File: src/rtl/prio_grant_arbiter_if.sv
// Request/grant bundle between requesters and prio_grant_arbiter.
//   req       requester -> arbiter, one bit per requester, held while ownership is wanted
//   gnt       arbiter -> requesters, registered one-hot grant
//   gnt_valid arbiter -> requesters, high when gnt is nonzero
//   gnt_id    arbiter -> requesters, binary index of the owner (0 when idle)
//   preempt   arbiter -> requesters, one-cycle pulse when a hold-limit preemption lands
// master: requester side, slave: arbiter side.
interface prio_grant_arbiter_if #(
   parameter int unsigned N   = 3,
   parameter int unsigned IDW = 2
);
   logic [N-1:0]   req;
   logic [N-1:0]   gnt;
   logic           gnt_valid;
   logic [IDW-1:0] gnt_id;
   logic           preempt;

   modport master (output req, input gnt, gnt_valid, gnt_id, preempt);
   modport slave  (input req, output gnt, gnt_valid, gnt_id, preempt);
endinterface

File: src/rtl/prio_grant_arbiter.sv
// Fixed-priority (highest index wins), non-preemptive-by-priority arbiter with a
// hold-time limit that forces re-arbitration when other requesters are waiting.
// Ports:
//   clk  rising-edge clock
//   rst  synchronous active-high reset
//   bus  prio_grant_arbiter_if.slave (req in; gnt, gnt_valid, gnt_id, preempt out)
// Optional build macro PRIO_ARB_STARVE_GUARD_EN adds per-requester wait counters;
// requesters waiting >= STARVE_LIMIT cycles take precedence at arbitration points.
// N and IDW must match the parameters of the connected interface instance.
module prio_grant_arbiter #(
   parameter int unsigned N            = 3,
   parameter int unsigned IDW          = 2,
   parameter int unsigned MAX_HOLD     = 8,
   parameter int unsigned STARVE_LIMIT = 16
) (
   input  logic                clk,
   input  logic                rst,
   prio_grant_arbiter_if.slave bus
);
   localparam int unsigned HCW = (MAX_HOLD < 2) ? 1 : $clog2(MAX_HOLD + 1);

   // Elaboration-time parameter sanity check
   if (N < 2 || N > 8 || (1 << IDW) < N || STARVE_LIMIT < 1 || STARVE_LIMIT > 255) begin : g_bad_param
      $error("prio_grant_arbiter: illegal parameter combination");
   end

   typedef enum logic {IDLE, OWNED} state_t;

   state_t         state;
   logic [HCW-1:0] hold_cnt;
   logic [N-1:0]   gnt_q;
   logic           gnt_valid_q;
   logic [IDW-1:0] gnt_id_q;
   logic           preempt_q;

   logic [N-1:0]   req;
   logic [N-1:0]   others;
   logic [N-1:0]   starved;
   logic [N-1:0]   pick_all;
   logic [N-1:0]   pick_others;
   logic           owner_req;
   logic           hold_hit;

   // One-hot of the highest set bit
   function automatic logic [N-1:0] sel(input logic [N-1:0] v);
      logic [N-1:0] r;
      r = '0;
      for (int i = 0; i < N; i++) begin
         if (v[i]) r = N'(1) << i;
      end
      return r;
   endfunction

   // Binary index of a one-hot vector (0 for all-zero)
   function automatic logic [IDW-1:0] idx(input logic [N-1:0] v);
      logic [IDW-1:0] r;
      r = '0;
      for (int i = 0; i < N; i++) begin
         if (v[i]) r = IDW'(i);
      end
      return r;
   endfunction

   // Starved candidates take precedence; otherwise plain fixed priority
   function automatic logic [N-1:0] choose(input logic [N-1:0] cand, input logic [N-1:0] stv);
      return ((cand & stv) != '0) ? sel(cand & stv) : sel(cand);
   endfunction

   assign req       = bus.req;
   assign owner_req = |(req & gnt_q);
   assign others    = req & ~gnt_q;
   // >= rather than == so an owner whose counter saturated while alone is still
   // bounded once someone else starts waiting
   assign hold_hit  = (MAX_HOLD != 0) && (hold_cnt >= HCW'(MAX_HOLD - 1)) && (others != '0);

   assign pick_all    = choose(req, starved);
   assign pick_others = choose(others, starved);

`ifdef PRIO_ARB_STARVE_GUARD_EN
   logic [7:0] wait_cnt [N];

   // Wait counters: count while requesting and not owning, clear otherwise
   always_ff @(posedge clk) begin
      for (int i = 0; i < N; i++) begin
         if (rst || !req[i] || gnt_q[i]) begin
            wait_cnt[i] <= 8'd0;
         end else if (wait_cnt[i] != 8'hFF) begin
            wait_cnt[i] <= wait_cnt[i] + 8'd1;
         end
      end
   end

   always_comb begin
      starved = '0;
      for (int i = 0; i < N; i++) begin
         starved[i] = (wait_cnt[i] >= 8'(STARVE_LIMIT));
      end
   end
`else
   assign starved = '0;
`endif

   // Arbitration FSM with registered outputs
   always_ff @(posedge clk) begin
      if (rst) begin
         state       <= IDLE;
         hold_cnt    <= '0;
         gnt_q       <= '0;
         gnt_valid_q <= 1'b0;
         gnt_id_q    <= '0;
         preempt_q   <= 1'b0;
      end else begin
         preempt_q <= 1'b0;
         case (state)
            IDLE: begin
               if (req != '0) begin
                  state       <= OWNED;
                  gnt_q       <= pick_all;
                  gnt_valid_q <= 1'b1;
                  gnt_id_q    <= idx(pick_all);
                  hold_cnt    <= '0;
               end
            end
            OWNED: begin
               if (!owner_req) begin
                  // Release wins over a coincident hold-limit hit
                  state       <= (req != '0) ? OWNED : IDLE;
                  gnt_q       <= pick_all;
                  gnt_valid_q <= |pick_all;
                  gnt_id_q    <= idx(pick_all);
                  hold_cnt    <= '0;
               end else if (hold_hit) begin
                  gnt_q       <= pick_others;
                  gnt_valid_q <= 1'b1;
                  gnt_id_q    <= idx(pick_others);
                  hold_cnt    <= '0;
                  preempt_q   <= 1'b1;
               end else if (hold_cnt != HCW'(MAX_HOLD)) begin
                  hold_cnt <= hold_cnt + HCW'(1);
               end
            end
            default: state <= IDLE;
         endcase
      end
   end

   assign bus.gnt       = gnt_q;
   assign bus.gnt_valid = gnt_valid_q;
   assign bus.gnt_id    = gnt_id_q;
   assign bus.preempt   = preempt_q;
endmodule

File: src/flat_wrapper.sv
// flat-port wrapper written by rule: the top's interface ports become plain ports
module prio_grant_arbiter_flat 
#(
   parameter int unsigned N            = 3,
   parameter int unsigned IDW          = 2,
   parameter int unsigned MAX_HOLD     = 8,
   parameter int unsigned STARVE_LIMIT = 16
)
  (clk, rst, bus_req, bus_gnt, bus_gnt_valid, bus_gnt_id, bus_preempt);
  prio_grant_arbiter_if #(.N(N), .IDW(IDW)) bus_i ();
  input  logic clk;
  input  logic rst;
  input wire logic [$bits(bus_i.req)-1:0] bus_req;
  output wire logic [$bits(bus_i.gnt)-1:0] bus_gnt;
  output wire logic [$bits(bus_i.gnt_valid)-1:0] bus_gnt_valid;
  output wire logic [$bits(bus_i.gnt_id)-1:0] bus_gnt_id;
  output wire logic [$bits(bus_i.preempt)-1:0] bus_preempt;
  assign bus_i.req = bus_req;
  assign bus_gnt = bus_i.gnt;
  assign bus_gnt_valid = bus_i.gnt_valid;
  assign bus_gnt_id = bus_i.gnt_id;
  assign bus_preempt = bus_i.preempt;
  prio_grant_arbiter #(.N(N), .IDW(IDW), .MAX_HOLD(MAX_HOLD), .STARVE_LIMIT(STARVE_LIMIT)) u_core (.clk(clk), .rst(rst), .bus(bus_i));
endmodule
File: config.mk
export PLATFORM = sky130hd
export DESIGN_NAME = prio_grant_arbiter_flat
export DESIGN_NICKNAME = d
export VERILOG_FILES = /design/src/rtl/prio_grant_arbiter_if.sv /design/src/rtl/prio_grant_arbiter.sv /design/src/flat_wrapper.sv
export SDC_FILE = /design/constraint.sdc
export NUM_CORES = 1
export LEC_CHECK = 0
export BUFFER_PORTS_ARGS = -buffer_cell sky130_fd_sc_hd__clkbuf_2
export CORE_MARGIN = 2
export CORE_UTILIZATION = 46
export DETAILED_ROUTE_END_ITERATION = 8
export GPL_TIMING_DRIVEN = 1
export PLACE_DENSITY = 0.68
export SLEW_MARGIN = 20
export SYNTH_ARGS = -nofsm -noshare
export SYNTH_HDL_FRONTEND = slang
export SYNTH_SLANG_ARGS = --single-unit
File: constraint.sdc
create_clock -name clk -period 1.8 [get_ports clk]
set_input_delay 0.54 -clock clk [delete_from_list [all_inputs] [get_ports clk]]
set_output_delay 0.54 -clock clk [all_outputs]
set_load 0.01 [all_outputs]
==> results of run 1 <==
metrics by stage:
stage	setup TNS, ns	total power [mW]	instance area (µm²)	worst slack [ns]
floorplan	0	0.296	636	0.0710
global placement	-0.0809	0.327	732	-0.0735
detailed placement	-0.118	0.328	732	-0.0557
CTS	0	0.535	768	0.146
global route	0	0.559	768	0.0513
finish	0	0.529	768	0.135
flip-flops by register name (all words and copies together), names as in the netlist:
| signal | cells |
|---|---|
| u_core.bus.gnt_id | 1 |
| u_core.hold_cnt | 4 |
| u_core.state | 1 |
| u_core.bus.preempt | 1 |
| u_core.bus.gnt_valid | 1 |
| u_core.bus.gnt | 2 |
power by group through the flow:
stage,registers (mW),clock network [mW],logic (mW)
global route,0.243,0.225,0.0900
global placement,0.246,0,0.0806
finish,0.241,0.206,0.0811
CTS,0.241,0.212,0.0818
detailed placement,0.246,0,0.0815
floorplan,0.247,0,0.0490
how the worst max path moves through the flow:
stage	start	to	cells after the start
finish	u_core.hold_cnt[0]	u_core.hold_cnt[0]	5
global route	u_core.hold_cnt[0]	u_core.hold_cnt[0]	5
CTS	u_core.hold_cnt[0]	u_core.hold_cnt[0]	5
detailed placement	bus_req[2]	u_core.bus.gnt[2]	5
global placement	bus_req[2]	u_core.bus.gnt[2]	5
floorplan	bus_req[2]	u_core.bus.gnt[2]	5
cell type report:
class | count | area, µm²
Clock buffer | 4 | 36.3
Tap cell | 15 | 18.8
Inverter | 4 | 15.0
Fill cell | 140 | 533
Sequential cell | 10 | 200
Multi-Input combinational cell | 54 | 375
Timing Repair Buffer | 20 | 123
cells in the mapped netlist:
cell       number
dfxtp_1        10
nand2_1         9
a31oi_1         4
inv_1           4
nand3_1         4
nand4_1         4
nor3_1          4
buf_4           3
nor2b_1         3
buf_6           2
ha_1            2
nor2_1          2
nor3b_1         2
a2111oi_2       1
a21o_1          1
a21o_2          1
a21oi_1         1
a222oi_1        1
a31o_1          1
a32o_1          1
and2b_2         1
and3b_2         1
mux2_1          1
mux2i_1         1
nand2b_1        1
nand4b_1        1
nor2b_4         1
nor4_2          1
o21ai_0         1
o31a_1          1
o31ai_1         1
or4_1           1
or4b_1          1
cells by family after synthesis:
kind of cell | share of synthesized area, %
fa+ha+maj | 3.94
mux | 3.35
buf+inv | 9.45
compound gates | 17.5
flops | 31.5
simple gates | 34.3
metal layers:
metal	track usage [%]	vias to the layer above	routed length [µm]
li1	-	306	-
met1	28.6	291	661
met2	27.7	15	619
met3	4.89	4	59
met4	12.1	0	29
met5	0	-	0
critical path, cell delays in order (launching register included):
cell and delay [ns]:
dfxtp_1 0.36, ha_1 0.23, a21o_2 0.23, o31a_1 0.12, or4_1 0.51, a31oi_1 0.16
==> impl_results.md, run 1 <==
- Largest area contributor in the netlist: dfxtp_1
- TritonCTS Buffers: 3
- Initial antenna violation count: 0
- Clk root buf: clkbuf_4
- Hold endpoint: u_core.bus.gnt_valid
- Critical Path Source Type: register
- Count of different cell masters after synthesis: 33
- DRT iter0 DRCs: 17
- Mapped Area: 636 µm²
- Seq pwr share: between 40 and 50%
- Pwr Density: 688 nW/µm²
- Fin crit period: 1.66 ns
- Detailed placer's ending HPWL: 1.06 mm
- I/O Buffers: 11
- Reg2reg path depth: 5
- Fmax: between 600 and 700 MHz
- Area contributors post-synth: dfxtp_1, nand2_1, a31oi_1, ha_1, nand4_1
- Syn avg cell area: 8.71 µm²
- Final core utilization: 59.0%
- Max-slew headroom: 75.9%
- Drt wl/cell: 12.8 µm
- WHS: 0.495 ns
- CTS resizes: 0
- Min-Delay Startpoint: u_core.bus.gnt_valid
- Die X: approximately 41 µm
- CTS tree: yes
- Cells after Synth: 73
- Logic pwr share: ~15%
- Maximum clock path buffer count: 2
- Number of global-route vias before repair: about 500
- GP Congestion: 0.809
- Drt total wl: 1.37 mm
- Psw: 0.136 mW
- Starting Density: 48.8%
- Arrival time worst endpoint: 1.86 ns
- Post-CTS Setup Bufs: 0
- Max Clock Skew: 0.000513 ns
- R2R setup slack: 0.14 ns
- Clk_lat worst skew: 0.27 ns
- Placement Rows: 13
- Die ar.: 1690 µm²
- Max-slew violations: 0
- Fraction of layout cells with a size suffix above 1: 32.6%
- Post-route ant nets: 0
- Register area share after synthesis: between 30% and 40%
- Path type of the worst min-delay path: register to register
- Area growth syn-to-layout: 20.9%
- Commonest non-fill, non-tap cell in the layout: clkbuf_2
- Status: completed
- Crit Path Class: register to register
- DRT Pass-1 Iters: 4
- Max-cap viol count: 0
- Non-filler cells, final: around 110
- Crit end category: register
- FF-to-FF Start: u_core.hold_cnt[0]
- Largest net degree at the start of global routing: 11
- Core box area: 1300 µm²
- Final hold viol count: 0
- Worst hold stages: 1
- Most frequent cells in the layout: clkbuf_2, dfxtp_1, nand2_1, buf_4
- Post-synth top area share: between 30% and 40%
- Yosys reg bits: 10
- Int Pwr: between 0.3 and 0.4 mW
- Vert. Die Dim: 41.2 µm
- Clk pwr share: about two fifths
- Net Count, Synth: 80
- RSZ-0062 raised after global routing: false
- Worst Tran Pin Value: 0.362 ns
- Total congestion overflow: 0
- Vias post-DR: 616
- Global-route wire length before repair: 2.22 mm
- Clk slew on worst S/H paths: 0.07 ns
- Maximum fanout along the worst path: 6
- Worst IR Drop VDD: 0.364 mV
- Number of diodes: 0
- Vias per cell: 5.76
- GRT Overall Usage: 20.5%
- Final Setup Violations: 0
- Post-route DRC: 0
- I/O pin cnt: 12
- Leak: 0.320 nW
- CTS Hold Bufs: 0
- Req. time, crit path: 2.00 ns
- Placed Cells: approximately 100
- # clock sinks: 10
- H-tree levels: 1
- Nets@finish: 100
- Reg2reg end: u_core.hold_cnt[0]
- Syn. warnings: 0
- Switching Share: 25.7%
- Crit share post-route: 92.5%
No activity file was read; power rests on OpenSTA's default activity.
==> inputs of run 2 (changes only) <==
Settings changed: SETUP_SLACK_MARGIN set to 0.5.
==> impl_results.md, run 2 (same netlist as run 1, synthesis figures left out) <==
- I/O Buffers: 11 (unchanged)
- CTS tree: yes
- DRT iter0 DRCs: 8 (-9)
- Starting Density: 48.8% (unchanged)
- Number of global-route vias before repair: 570 (+15%)
- Fmax: 651 MHz (+8.4%)
- Most frequent cells in the layout: buf_4, nand2_1, buf_6
- Min-Delay Startpoint: u_core.bus.gnt_valid
- Worst IR Drop VDD: 0.641 mV (+76%)
- Placement Rows: 13 (unchanged)
- Worst hold stages: 1 (unchanged)
- Vias per cell: 5.68 (-1.3%)
- Crit end category: register
- Die X: 41.2 µm (unchanged)
- Maximum fanout along the worst path: 5 (-1)
- Core box area: 1300 µm² (unchanged)
- RSZ-0062 raised after global routing: true
- Pre-CTS setup slack: -0.0119 ns (+0.0438 ns)
- I/O pin cnt: 12 (unchanged)
- Detailed placer's ending HPWL: 1.04 mm (-1.8%)
- Max Clock Skew: 0.00322 ns (+0.00271 ns)
- Number of diodes: 0 (unchanged)
- Crit share post-route: 85.3% (-7.2 points)
- Fin crit period: 1.54 ns (-0.129 ns)
- Fraction of layout cells with a size suffix above 1: 53.5% (+21 points)
- DRT Pass-1 Iters: 4 (unchanged)
- Total congestion overflow: 0 (unchanged)
- Reg2reg end: u_core.bus.gnt[2]
- Slowest cell on crit path: dfxtp_4
- Die ar.: 1690 µm² (unchanged)
- Req. time, crit path: 1.97 ns (-0.03 ns)
- Nets@finish: 107 (+7.0%)
- Path type of the worst min-delay path: register to register
- Area growth syn-to-layout: 48.4%
- Commonest non-fill, non-tap cell in the layout: buf_4
- Worst Tran Pin Value: 0.377 ns (+0.0148 ns)
- Largest reg by FF count: u_core.hold_cnt
- Max-slew headroom: 74.9% (-0.99 points)
- Clk slew on worst S/H paths: 0.07 ns (about the same)
- FF-to-FF Start: u_core.bus.gnt[0]
- Vias post-DR: 648 (+5.2%)
- Largest register FFs: 4 (unchanged)
- Critical Path Source Type: register
- Final hold viol count: 0 (unchanged)
- Crit Path Class: register to register
- H-tree levels: 1 (unchanged)
- Drt wl/cell: 14.6 µm (+14%)
- Initial antenna violation count: 0 (unchanged)
- Setup WS post-layout: 0.264 ns (+0.129 ns)
- GRT Overall Usage: 22.9% (+2.4 points)
- TritonCTS Buffers: 3 (unchanged)
- Slowest stage delay, CP: 0.38 ns (-0.13 ns)
- Clk_lat worst skew: 0.28 ns (about the same)
- Hold endpoint: u_core.bus.gnt_valid
- Status: completed
- Arrival time worst endpoint: 1.71 ns (-0.15 ns)
- Largest net degree at the start of global routing: 10 (-1)
- Max-slew violations: 0 (unchanged)
- GP Congestion: 0.820 (+1.4%)
- WHS: 0.507 ns (+0.0116 ns)
- Reg2reg path depth: 4 (-1)
- R2R setup slack: 0.26 ns (+0.13 ns)
- Final Setup Violations: 0 (unchanged)
- Leak: 0.381 nW (+19%)
- Post-route DRC: 0 (unchanged)
- Vert. Die Dim: 41.2 µm (unchanged)
- Drt total wl: 1.66 mm (+21%)
- Max-cap viol count: 0 (unchanged)
- Global-route wire length before repair: 2.42 mm (+8.7%)
- Pwr Density: 591 nW/µm² (-14%)
- Total Power: 0.558 mW (+5.5%)
- Post-route ant nets: 0 (unchanged)
- Maximum clock path buffer count: 2 (unchanged)
- CP Cell Sequence: and2b_2, o31ai_4, a21o_1, mux2_4
- Clk root buf: clkbuf_4
- # clock sinks: 10 (unchanged)
- Setup_tns: 0 ns (unchanged)
- CTS Hold Bufs: 0 (unchanged)
==> run 2: cell count changes in the layout (fill, tap and decap cells not counted), sizes merged <==
cell | previous run | this run
buf | 9 | 20
clkbuf | 15 | 11
==> run 2: layout make-up <==
class | count | area [µm²]
fill | 93 | 358
clock buffer | 4 | 36.3
sequential | 10 | 220
timing repair buffer | 27 | 213
tap | 15 | 18.8
inverter | 4 | 15.0
multi-input combinational | 54 | 440
==> run 2: where the power goes <==
group          switching [mW]  internal [mW]  leakage, nW
clock network          0.0914          0.123       0.0210
registers              0.0132          0.226       0.0855
logic                  0.0499         0.0538        0.274
==> run 2: how the worst max path moves through the flow <==
stage,start,end,slack [ns],depth (start not counted)
3_3_place_gp,bus_req[0],u_core.bus.gnt[2],0.03,5
3_5_place_dp,bus_req[2],u_core.bus.gnt[2],-0.01,5
2_1_floorplan,bus_req[2],u_core.bus.gnt[2],0.12,5
5_1_grt,u_core.hold_cnt[0],u_core.hold_cnt[0],0.21,5
6_report,u_core.bus.gnt[0],u_core.bus.gnt[2],0.26,4
4_1_cts,bus_req[2],u_core.bus.gnt[2],0.26,5
==> run 2: repair_timing <==
| item | CTS | global route |
|---|---|---|
| pin swaps | 8 | 7 |
| resized for setup | 21 | 15 |
| cloned | 1 | 0 |
| setup endpoints to repair | 13 | 15 |
| buffers inserted | 6 | 2 |
==> run 2: per-stage QoR <==
step,std cells,utilization (%),cell area (µm²)
global route,114,72.5,943
finish,114,72.5,943
detailed placement,101,56.4,734
floorplan,73,-,653
CTS,112,67.2,875
global placement,101,56.4,734
==> run 2: layer usage <==
metal  vias to the layer above  track usage (%)  wire length [µm]
li1                        322                -                 -
met1                       313             25.0               707
met2                        11             39.5               863
met3                         2             9.78                71
met4                         0             7.26                17
met5                         -                0                 0
==> run 2: critical path, delay by kind of cell (launching register included) <==
kind               cells  cell delay [ns]
and+or+nand+nor        1             0.24
AOI/OAI and AO/OA      2             0.49
DFF                    1             0.38
muxes                  1             0.31
==> inputs of run 3 (changes only) <==
Settings changed: CORE_AREA set to 2 2 39 41, CORE_MARGIN 2 to unset, CORE_UTILIZATION 46 to unset, DIE_AREA set to 0 0 41 43, PLACE_DENSITY 0.68 to 0.67.
Clock period 1.8 ns to 1.9 ns, I/O delays scaled along.
==> impl_results.md, run 3 (same netlist as run 1, synthesis figures left out) <==
- Vias per cell: 5.97 (+4.9%)
- Fin crit period: 1.62 ns
- Drt wl/cell: 14.4 µm (-1.3%)
- Nets@finish: 108 (+0.93%)
- Total Power: 0.512 mW (-8.2%)
- Max-slew violations: 0 (unchanged)
- Fmax: 615 MHz
- Status: completed
- Clk_lat worst skew: 0.26 ns (-0.02 ns)
- Total congestion overflow: 0 (unchanged)
- # clock sinks: 10 (unchanged)
- Setup_tns: 0 ns (unchanged)
- Die ar.: 1760 µm² (+4.0%)
- Max-cap viol count: 0 (unchanged)
- Max Clock Skew: 0.00214 ns (-0.00109 ns)
- Uppermost routed layer: met4
- Worst IR Drop VDD: 0.459 mV (-28%)
- Pwr Density: 563 nW/µm² (-4.7%)
- Clk slew on worst S/H paths: 0.06 ns (about the same)
- Maximum clock path buffer count: 2 (unchanged)
- Largest register FFs: 4 (unchanged)
- Vert. Die Dim: 43 µm (+4.4%)
- CTS Hold Bufs: 0 (unchanged)
- Critical Path Source Type: primary input
- I/O pin cnt: 12 (unchanged)
- Req. time, crit path: 2.10 ns (+0.13 ns)
- H-tree levels: 1 (unchanged)
- Wire length on met2: 909 µm (+5.3%)
- Number of diodes: 0 (unchanged)
- Crit share post-route: 85.5%
- Starting Density: 45.9% (-2.9 points)
- DRT iter0 DRCs: 16 (+8)
- M1 WL: 652 µm (-7.8%)
- Core box area: 1380 µm² (+6.3%)
- Maximum fanout along the worst path: 5 (unchanged)
- I/O Buffers: 11 (unchanged)
- Largest reg by FF count: u_core.hold_cnt
- CTS tree: yes
- Vias post-DR: 692 (+6.8%)
- Worst Tran Pin Value: 0.450 ns (+0.0731 ns)
- Path type of the worst min-delay path: register to register
- Placement Rows: 14 (+1)
- Number of global-route vias before repair: 566 (-0.70%)
- Fraction of layout cells with a size suffix above 1: 51.0% (-2.5 points)
- Final hold viol count: 0 (unchanged)
- Filler Cells Inserted: 115 (+24%)
- Crit end category: register
- Global-route wire length before repair: 2.30 mm (-4.6%)
- Area growth syn-to-layout: 43.1%
- Most frequent cells in the layout: buf_4, nand2_1, clkbuf_2
- TritonCTS Buffers: 3 (unchanged)
- Arrival time worst endpoint: 1.83 ns (+0.12 ns)
- Wire length on met3: 82 µm (+15%)
- Commonest non-fill, non-tap cell in the layout: buf_4
- Post-route DRC: 0 (unchanged)
- Clk root buf: clkbuf_4
- Leak: 0.378 nW (-0.85%)
- Post-route ant nets: 0 (unchanged)
- Largest net degree at the start of global routing: 10 (unchanged)
- RSZ-0062 raised after global routing: true
- GP Congestion: 0.753 (-8.2%)
- Detailed placer's ending HPWL: 1.07 mm (+2.5%)
- Crit Path Class: primary input to register
- Die X: 41 µm (-0.41%)
- Initial antenna violation count: 0 (unchanged)
- Max-slew headroom: 70.0% (-4.9 points)
- Final Setup Violations: 0 (unchanged)
- Drt total wl: 1.67 mm (+0.42%)
- GRT Overall Usage: 19.3% (-3.6 points)
- DRT Pass-1 Iters: 7 (+3)
run 3: changes by cell type in the layout (fill, tap and decap cells not counted), sizes merged:
| cell | before | now |
|---|---|---|
| clkbuf | 11 | 12 |
run 3: through the flow:
stage / setup WS (ns) / util [%] / hold WS [ns] / instances / cell area [µm²]
after global routing: 0.217 / 65.7 / 0.550 / 116 / 910
final: 0.275 / 65.7 / 0.524 / 116 / 910
after global placement: 0.0859 / 53.2 / 0.484 / 102 / 736
after detailed placement: 0.0663 / 53.2 / 0.499 / 102 / 736
after CTS: 0.343 / 58.3 / 0.507 / 108 / 807
after floorplan: 0.186 / - / 0.484 / 73 / 653
run 3: repair_timing:
action	in CTS	in global routing
setup endpoints to repair	12	12
resized for setup	7	19
pin swaps	2	6
buffers inserted	2	7
gates cloned	0	1
run 3: path summary, 6_finish.rpt:
check	start	end	slack, ns	depth (start not counted)
setup / recovery	bus_req[2]	u_core.bus.gnt[0]	0.28	5
hold / removal	u_core.bus.gnt_valid	u_core.bus.gnt_valid	0.52	1
setup reg to reg	u_core.bus.gnt[2]	u_core.bus.gnt[0]	0.30	4
hold reg to reg	u_core.bus.gnt_valid	u_core.bus.gnt_valid	0.52	1
run 3: report_power, final:
group,internal (mW),switching [mW]
registers,0.216,0.0134
logic,0.0503,0.0443
clock network,0.116,0.0716
total,0.383,0.129
run 3: area by class of cell:
type                            instances  area, µm²  area share, %
Tap cell                               16       20.0           2.20
Clock buffer                            4       36.3           3.99
Sequential cell                        10        211           23.2
Timing Repair Buffer                   28        210           23.1
Inverter                                4       15.0           1.65
Multi-Input combinational cell         54        417           45.8
run 3: critical path, stage by stage:
cell and delay [ns]:
buf_8 0.10, a222oi_1 0.44, nor2b_2 0.12, a2111oi_2 0.44
a31o_1 0.15
run 3: layer usage:
metal	track usage, %	vias to the layer above
li1	-	327
met1	22.1	341
met2	29.7	22
met3	9.95	2
met4	6.00	0
met5	0	-
